### config.mk
export PLATFORM = sky130hd
export DESIGN_NAME = aes_cipher_core
export DESIGN_NICKNAME = d
export VERILOG_FILES = /design/src/rtl/aes_cipher_core.sv
export SDC_FILE = /design/constraint.sdc
export NUM_CORES = 2
export LEC_CHECK = 0
export CORE_AREA = 2 2 657 659
export DETAILED_ROUTE_END_ITERATION = 8
export DIE_AREA = 0 0 659 661
export PLACE_DENSITY = 0.46
export RECOVER_POWER = 100
export SLEW_MARGIN = 20
export SYNTH_ARGS = -nofsm -noshare
export SYNTH_HDL_FRONTEND = slang
export SYNTH_SLANG_ARGS = --single-unit
### constraint.sdc
create_clock -name clk -period 9.75 [get_ports clk]
set_input_delay 0.975 -clock clk [delete_from_list [all_inputs] [get_ports clk]]
set_output_delay 0.975 -clock clk [all_outputs]
set_load 0.01 [all_outputs]
### src/rtl/aes_cipher_core.sv
// Iterative AES encryption datapath: one round per clock, round keys taken from the flat
// expanded-key bus produced by the key-expansion block. start/busy/done handshake.
module aes_cipher_core #(
    parameter int NK = 4,
    localparam int NR = NK + 6
) (
    input  logic                  clk,
    input  logic                  rst,
    input  logic                  start,
    input  logic [0:127]          in,
    input  logic [0:128*(NR+1)-1] GeneratedKey,
    output logic                  busy,
    output logic                  done,
    output logic [0:127]          out
);
    localparam int RW = $clog2(NR + 1);
    localparam logic [RW-1:0] LAST_ROUND = RW'(NR);

    localparam logic [1:0] IDLE  = 2'd0;
    localparam logic [1:0] ROUND = 2'd1;
    localparam logic [1:0] DONE  = 2'd2;

    // Forward S-box, entry x at bits [8x +: 8].
    localparam logic [0:2047] SBOX = {
        128'h637c777bf26b6fc53001672bfed7ab76,
        128'hca82c97dfa5947f0add4a2af9ca472c0,
        128'hb7fd9326363ff7cc34a5e5f171d83115,
        128'h04c723c31896059a071280e2eb27b275,
        128'h09832c1a1b6e5aa0523bd6b329e32f84,
        128'h53d100ed20fcb15b6acbbe394a4c58cf,
        128'hd0efaafb434d338545f9027f503c9fa8,
        128'h51a3408f929d38f5bcb6da2110fff3d2,
        128'hcd0c13ec5f974417c4a77e3d645d1973,
        128'h60814fdc222a908846eeb814de5e0bdb,
        128'he0323a0a4906245cc2d3ac629195e479,
        128'he7c8376d8dd54ea96c56f4ea657aae08,
        128'hba78252e1ca6b4c6e8dd741f4bbd8b8a,
        128'h703eb5664803f60e613557b986c11d9e,
        128'he1f8981169d98e949b1e87e9ce5528df,
        128'h8ca1890dbfe6426841992d0fb054bb16
    };

    function automatic logic [7:0] sub_byte(input logic [7:0] b);
        return SBOX[{b, 3'b000} +: 8];
    endfunction

    function automatic logic [7:0] xtime(input logic [7:0] b);
        return {b[6:0], 1'b0} ^ (b[7] ? 8'h1b : 8'h00);
    endfunction

    // SubBytes and ShiftRows together; byte r+4c is row r, column c.
    function automatic logic [0:127] sub_shift(input logic [0:127] s);
        logic [0:127] t;
        t = '0;
        for (int c = 0; c < 4; c++) begin
            for (int r = 0; r < 4; r++) begin
                t[8*(r+4*c) +: 8] = sub_byte(s[8*(r + 4*((c + r) % 4)) +: 8]);
            end
        end
        return t;
    endfunction

    function automatic logic [0:127] mix_columns(input logic [0:127] s);
        logic [0:127] t;
        logic [7:0]   a0, a1, a2, a3;
        t = '0;
        for (int c = 0; c < 4; c++) begin
            a0 = s[32*c +: 8];
            a1 = s[32*c + 8 +: 8];
            a2 = s[32*c + 16 +: 8];
            a3 = s[32*c + 24 +: 8];
            t[32*c +: 8]      = xtime(a0) ^ xtime(a1) ^ a1 ^ a2 ^ a3;
            t[32*c + 8 +: 8]  = a0 ^ xtime(a1) ^ xtime(a2) ^ a2 ^ a3;
            t[32*c + 16 +: 8] = a0 ^ a1 ^ xtime(a2) ^ xtime(a3) ^ a3;
            t[32*c + 24 +: 8] = xtime(a0) ^ a0 ^ a1 ^ a2 ^ xtime(a3);
        end
        return t;
    endfunction

    logic [1:0]    fsm_q, fsm_d;
    logic [RW-1:0] round_q, round_d;
    logic [0:127]  state_q, state_d;
    logic [0:127]  out_q, out_d;
    logic          busy_q, busy_d;
    logic          done_q, done_d;
    logic [0:127]  round_key;
    logic [0:127]  sr_state;

    assign round_key = GeneratedKey[128*round_q +: 128];
    assign sr_state  = sub_shift(state_q);

    always_comb begin
        fsm_d   = fsm_q;
        round_d = round_q;
        state_d = state_q;
        out_d   = out_q;
        busy_d  = busy_q;
        done_d  = 1'b0;
        case (fsm_q)
            // DONE behaves like IDLE so a start in the done cycle is taken immediately.
            IDLE, DONE: begin
                fsm_d = IDLE;
                if (start) begin
                    state_d = in ^ GeneratedKey[0:127];
                    round_d = RW'(1);
                    busy_d  = 1'b1;
                    fsm_d   = ROUND;
                end
            end
            ROUND: begin
                if (round_q < LAST_ROUND) begin
                    state_d = mix_columns(sr_state) ^ round_key;
                    round_d = round_q + 1'b1;
                end else begin
                    out_d   = sr_state ^ round_key;
                    done_d  = 1'b1;
                    busy_d  = 1'b0;
                    round_d = '0;
                    fsm_d   = DONE;
                end
            end
            default: begin
                fsm_d  = IDLE;
                busy_d = 1'b0;
            end
        endcase
    end

    always_ff @(posedge clk) begin
        if (rst) begin
            fsm_q   <= IDLE;
            round_q <= '0;
            state_q <= '0;
            out_q   <= '0;
            busy_q  <= 1'b0;
            done_q  <= 1'b0;
        end else begin
            fsm_q   <= fsm_d;
            round_q <= round_d;
            state_q <= state_d;
            out_q   <= out_d;
            busy_q  <= busy_d;
            done_q  <= done_d;
        end
    end

    assign busy = busy_q;
    assign done = done_q;
    assign out  = out_q;

endmodule

**Yosys cells after proc, flatten, opt, wreduce, memory -nomap -nowiden**

Index checks and enable logic that the tools add are counted.

- Register bits after elaboration: 264
- Input port bits: 1,539
- Output and inout bits: 130
- Word-level logic and storage cells: 169

- $add $sub $neg: 1
- $lt $le $gt $ge: 1
- Eq/ne operators: 5
- Shift-type cells: 17
- Mux-type cells: 29
- Bitwise logic cells: 102
- Reduce and logical (&&, ||, !) cells: 8

Operator list:

| cell | number |
|---|---|
| 2048-bit by 12-bit variable part select with 2049-bit output, first input constant | 16 |
| 1408-bit by 33-bit variable part select with 1409-bit output | 1 |
| 8-bit XOR | 64 |
| 128-bit XOR | 3 |
| 128-bit 2-to-1 mux | 2 |
| 128-bit case mux with 2 select lines | 1 |
| 11-bit NOT with 12-bit output | 16 |
| 8-bit by 5-bit XOR with 8-bit output | 16 |
| 5-bit 2-to-1 mux | 16 |
| 11-bit NOT with 33-bit output | 1 |
| 4-bit 2-to-1 mux | 2 |
| 4-bit case mux with 2 select lines | 1 |
| 2-bit != test, second input constant | 3 |
| 2-bit AND reduction | 3 |
| 4-bit by 1-bit adder with 4-bit output, second input constant | 1 |
| 4-bit < comparator, second input constant | 1 |
| 1-bit 2-to-1 mux | 4 |
| 2-bit case mux with 2 select lines | 1 |
| 2-bit OR reduction | 2 |
| 3-bit AND reduction | 1 |
| 2-bit by 1-bit equality test with 1-bit output, second input constant | 1 |
| 2-bit equality test, second input constant | 1 |
| 2-bit zero test | 1 |
| 2-bit 2-to-1 mux | 1 |
| 3 further kinds | 4 |

**Longest topological paths before layout**

- Word-level depth: 11
- Gate-level depth with buffers: 18
- Gate-level depth less buffers: 15

**Worst setup path after synthesis**

OpenSTA, ideal clock, no wires.

- Path kind: register to register
- Start: reg state_q[126] in the netlist's numbering
- End: reg state_q[14] in the netlist's numbering
- Library setup time: 0.126 ns
- Arrival time: 3.835 ns
- Required time: 9.624 ns
- Slack: 5.789 ns
- Cell stages (with the launch flop): 17
- Path buffers: 3
- Clock period less this slack: 3.961 ns
- Cell sequence: dfxtp_1 > clkbuf_1 > clkbuf_1 > inv_1 > ha_1 > clkbuf_1 > nand2b_1 > nand2_1 > mux4_2 > a211oi_1 > a31oi_1 > a221o_1 > xnor2_2 > xnor2_1 > xnor2_1 > xnor2_1 > o21ai_1

- Word-level cells in the longest chain between the ends: 6

RTL lines:

| element | line | RTL |
|---|---|---|
| start, declared | 82 | `logic [0:127] state_q, state_d;` |
| start signal, assigned | 140 | `state_q <= state_d;` |
| 11-bit NOT with 12-bit output (not written as such) | 44 | `return SBOX[{b, 3'b000} +: 8];` |
| 2048-bit by 12-bit variable part select with 2049-bit output | 44 |  |
| 8-bit XOR | 73 | `t[32*c + 8 +: 8] = a0 ^ xtime(a1) ^ xtime(a2) ^ a2 ^ a3;` |
| 128-bit XOR | 112 | `state_d = mix_columns(sr_state) ^ round_key;` |
| 128-bit 2-to-1 mux | 111 | `if (round_q < LAST_ROUND) begin` |
| 128-bit case mux with 2 select lines | 99 | `case (fsm_q)` |

Every way passes these cells. The select of a mux whose other input is x is not followed.
A chain may end at the register's enable or synchronous reset.

**Final worst setup path**

- Start: reg round_q[1]
- End: reg state_q[94] in the netlist's numbering

- Word-level cells in the longest chain between the ends: 5
- Elaborated cells on any way between the ends: 8
- Classes of those cells: 1 x order compare; 1 x eq/ne; 1 x shift; 2 x mux; 2 x bitwise; 1 x reduce/logical

RTL lines:

| element | line | RTL |
|---|---|---|
| start, declared | 81 | `logic [RW-1:0] round_q, round_d;` |
| start signal, assigned | 139 | `round_q <= round_d;` |
| 11-bit NOT with 33-bit output (not written as such) | 89 | `assign round_key = GeneratedKey[128*round_q +: 128];` |
| 1408-bit by 33-bit variable part select with 1409-bit output | 89 |  |
| 128-bit XOR | 112 |  |
| 128-bit 2-to-1 mux | 111 |  |
| 128-bit case mux with 2 select lines | 99 |  |

Parallel ways exist; a longest one is shown, timed or not. The select of a mux whose other input is x is not followed.

==> flow_summary_export.csv <==
group,metric,value,unit
run_status,status,"complete, but fails checks",
run_status,violations,"capacitance limit, slew limit",
timing,final-hold-violation-count,0,
floorplanning,die-area,435600,um2
global_routing,grt_first_pass_wirelength,1088000,um
worst_hold_path,timing.hold.worst.class,"reg -> reg",
logic_synthesis,yosys_most_used_dff,"dfxtp_1",
cts,ctsRootBufferMaster,"clkbuf_16",
route,viasPerCell,6.131,
logic_synthesis,synth-edff-count,0,
power,cellPowerDensity,485.5,nW/um2
finish,fillCellCount,48379,
global_routing,overflow,0,
floorplanning,die-width,659,um
cts,buffer_depth_of_the_longest_clock_path,3,
global_routing,vias_in_the_first_global_route,103379,
cts,clock_latency,0.77,ns
timing,final_number_of_max_transition_violations,344,
route,detailroute.wirelength.met2,339500,um
route,totalWireLength,852400,um
logic_synthesis,postSynth.asyncResetShare,0,%
logic_synthesis,syn-mean-instance-area,6.663,um2
global_routing,global_route.usage.total,37.08,%
worst_hold_path,worst_hold_startpoint,"out[18]",
route,drtIter0Drc,21065,
placed_design,place_congestion,1.087,
cts,clk_transition_reported_paths,0.06,ns
floorplanning,die_height,661,um
critical_path,crit_path_max_fanout,29,
timing,grt_setup_unrepaired,"false",
timing,layout_min_cycle_time,8.293,ns
global_routing,antenna_found_initial,507,
finish,area_grow_syn2layout,27.71,%
critical_path,critical_path_top_delay_cell,"dfxtp_1",
critical_path,regToRegStartpoint,"round_q[1]",
critical_path,crit_family,"compound AO/OA/AOI/OAI gates",
cts,cts_tree,"done",
timing,timing.max_slew.rel_slack,-211.1,%
timing,final_min_period_over_clock_period,85.05,%
logic_synthesis,ys_seq_area_share,6.449,%
finish,design.final.nets,14687,
route,drt.antenna.violating_nets,0,
logic_synthesis,synthesis.area,81950,um2
route,wl_met3,106500,um
cts,clkSinkCount,264,
flow_run,drv.max_cap_violation_count,16,
logic_synthesis,synth_fp_nets,14071,
floorplanning,floorplan.rows,241,
cts,cts_buffers,43,
finish,post_route_utilization,24.39,%
placed_design,detailed_place_hpwl,688100,um
critical_path,cp_slowest_stage_delay,1.84,ns
critical_path,criticalPathCategory,"reg -> reg",
cts,cts_setup_buffers,0,
critical_path,worst_setup_path_start_kind,"flip-flop",
finish,ratio_of_cells_with_drive_above_1_in_the_final_layout,8.255,%
finish,multiInputGateArea,69980,um2
timing,setup_viol_count_final,0,
power,cellLeakagePower,0.03364,uW
critical_path,arrival,8.86,ns
critical_path,crit_path_cell_trace,"or2_4 > clkbuf_1 > o22ai_1 > o21ai_0 > o21ai_0 > o22ai_1 > clkbuf_1 > xor2_1 > xnor2_1 > xnor2_1 > a211oi_1",
finish,area_occupied_by_registers,5429,um2
critical_path,worst_ep_required_time,10.32,ns
cts,ctsResizeCount,0,
timing,clock_skews,0.06993,ns
cts,cts.htree.levels,2,
critical_path,timing_startpoint_of_the_critical_path,"round_q[1]",
floorplanning,pin_count,1669,
logic_synthesis,yosysWarningCount,0,
critical_path,critical_path.endpoint_type,"flip-flop",
logic_synthesis,synth.ff_latch_count,264,
floorplanning,initial_utilization,19.10,%
floorplanning,core_area,429100,um2
critical_path,cp.buffers_inverters,2,
placed_design,buffer_ports.inserted,1668,
timing,clock.fmax,120.6,MHz
route,drt_drc_violations_left,0,
logic_synthesis,synth_cells,12299,
cts,hold_buf_cts,0,
route,detailedRoute.firstPassIterationCount,7,
route,top_layer,"met5",
placed_design,dpl_cell_area,102600,um2
global_routing,grt_max_degree,112,
finish,finalInstanceArea,104700,um2
logic_synthesis,yosys.cell_types.count,124,
route,wire_per_inst,45.02,um
timing,setup_total_negative_slack,0,ns
timing,worst_pin_slew,4.655,ns
route,vias,116094,
power,vdd.ir_drop.worst,0.4083,mV
route,detail_route.wirelength.met1,334500,um
## kinds of logic (layout without fill, tap and decap cells)
family / Yosys count / after routing / share of synthesized area, %
and+or+nand+nor: 3905 / 3905 / 22.26
muxes: 619 / 619 / 11.79
other: 0 / 275 / 0
DFF: 264 / 264 / 6.449
xor gates and xnor gates: 851 / 851 / 9.266
AOI/OAI and AO/OA: 4818 / 4818 / 38.18
adders and majority gates: 237 / 237 / 3.606
buffers and inverters: 1605 / 2256 / 8.442
## worst register-to-register path: stages (launching register included)
cell      delay, ns
dfxtp_1        1.84
or2_4          0.78
clkbuf_1       1.46
o22ai_1        0.19
o21ai_0        0.97
o21ai_0        0.70
o22ai_1        0.28
clkbuf_1       0.65
xor2_1         0.17
xnor2_1        0.18
xnor2_1        0.71
a211oi_1       0.17
## stage by stage
step | worst slack, ns | cells | power (uW) | hold WS (ns)
CTS | 3.640 | 18660 | 48800 | 0.4533
global route | 1.802 | 18809 | 52030 | 0.4683
detailed placement | 3.661 | 18580 | 46760 | 0.4447
global placement | 3.649 | 18579 | 47630 | 0.4432
finish | 1.457 | 18935 | 50810 | 0.4494
floorplan | 5.789 | 12299 | 30770 | 0.4761
## registers in the layout, indices dropped and copies added (netlist names)
register  count
round_q       4
state_q     128
busy          1
out         128
done          1
fsm_q         2
## placed cells by master (no fill, tap or decap), types with 131 or more instances in the layout
| cell | n |
|---|---|
| clkdlybuf4s50_1 | 1536 |
| a21oi_1 | 1272 |
| nor2_1 | 1127 |
| o21ai_0 | 1090 |
| nand2_1 | 1048 |
| xnor2_1 | 513 |
| nor3_1 | 403 |
| a211oi_1 | 359 |
| nand3_1 | 331 |
| xor2_1 | 317 |
| buf_4 | 317 |
| nand2b_1 | 298 |
| diode_2 | 275 |
| o22ai_1 | 274 |
| mux4_2 | 266 |
| mux2i_1 | 251 |
| a31oi_1 | 242 |
| ha_1 | 233 |
| o211ai_1 | 232 |
| nor2b_1 | 228 |
| dfxtp_1 | 199 |
| a311oi_1 | 152 |
| o311ai_0 | 147 |
| inv_1 | 131 |
## worst paths after layout
path                      end  slack [ns]  depth (start not counted)
setup / recovery  state_q[94]        1.46                         11
setup reg to reg  state_q[94]        1.46                         11
hold / removal        out[18]        0.45                          2
hold reg to reg       out[18]        0.45                          2
## synth_stat cells (139+ instances only)
cell      count  area, um2
o211ai_1    232       1742
ha_1        233       2915
a311oi_1    152       1331
o311ai_0    147       1287
mux4_2      266       5991
nor2b_1     228       1426
a211oi_1    359       2695
clkbuf_1    777       2917
nor2_1     1132       4249
a21oi_1    1279       6401
nand2_1    1049       3938
o22ai_1     280       1752
o21ai_0    1077       5390
nor3_1      404       2022
nand2b_1    299       1871
a31oi_1     242       1514
xor2_1      320       2803
xnor2_1     514       4502
inv_1       140      525.5
nand3_1     332       1662
dfxtp_1     264       5285
buf_2       449       2247
buf_1       139      521.8
mux2i_1     252       2522
## power breakdown
part	leakage (uW)	internal (uW)	switching (uW)	total, uW
Sequential	0.00218	1360	861	2220
Clock	0.000746	993	820	1810
Combinational	0.0307	15900	30900	46800
Total	0.0336	18200	32600	50800
## per-layer routing
layer	track usage [%]	vias up
li1	-	47637
met3	14.16	1982
met5	0	-
met4	24.76	236
met1	46.58	57070
met2	52.10	9169
## cell type report
type	instances	share of cell area (%)
Sequential cell	264	5.187
Clock buffer	56	1.152
Inverter	166	0.6002
Antenna cell	275	0.6575
Timing Repair Buffer	2010	18.44
Tap cell	5710	6.826
Clock inverter	24	0.2738
Multi-Input combinational cell	10430	66.87
No activity file was read; power rests on OpenSTA's default activity.
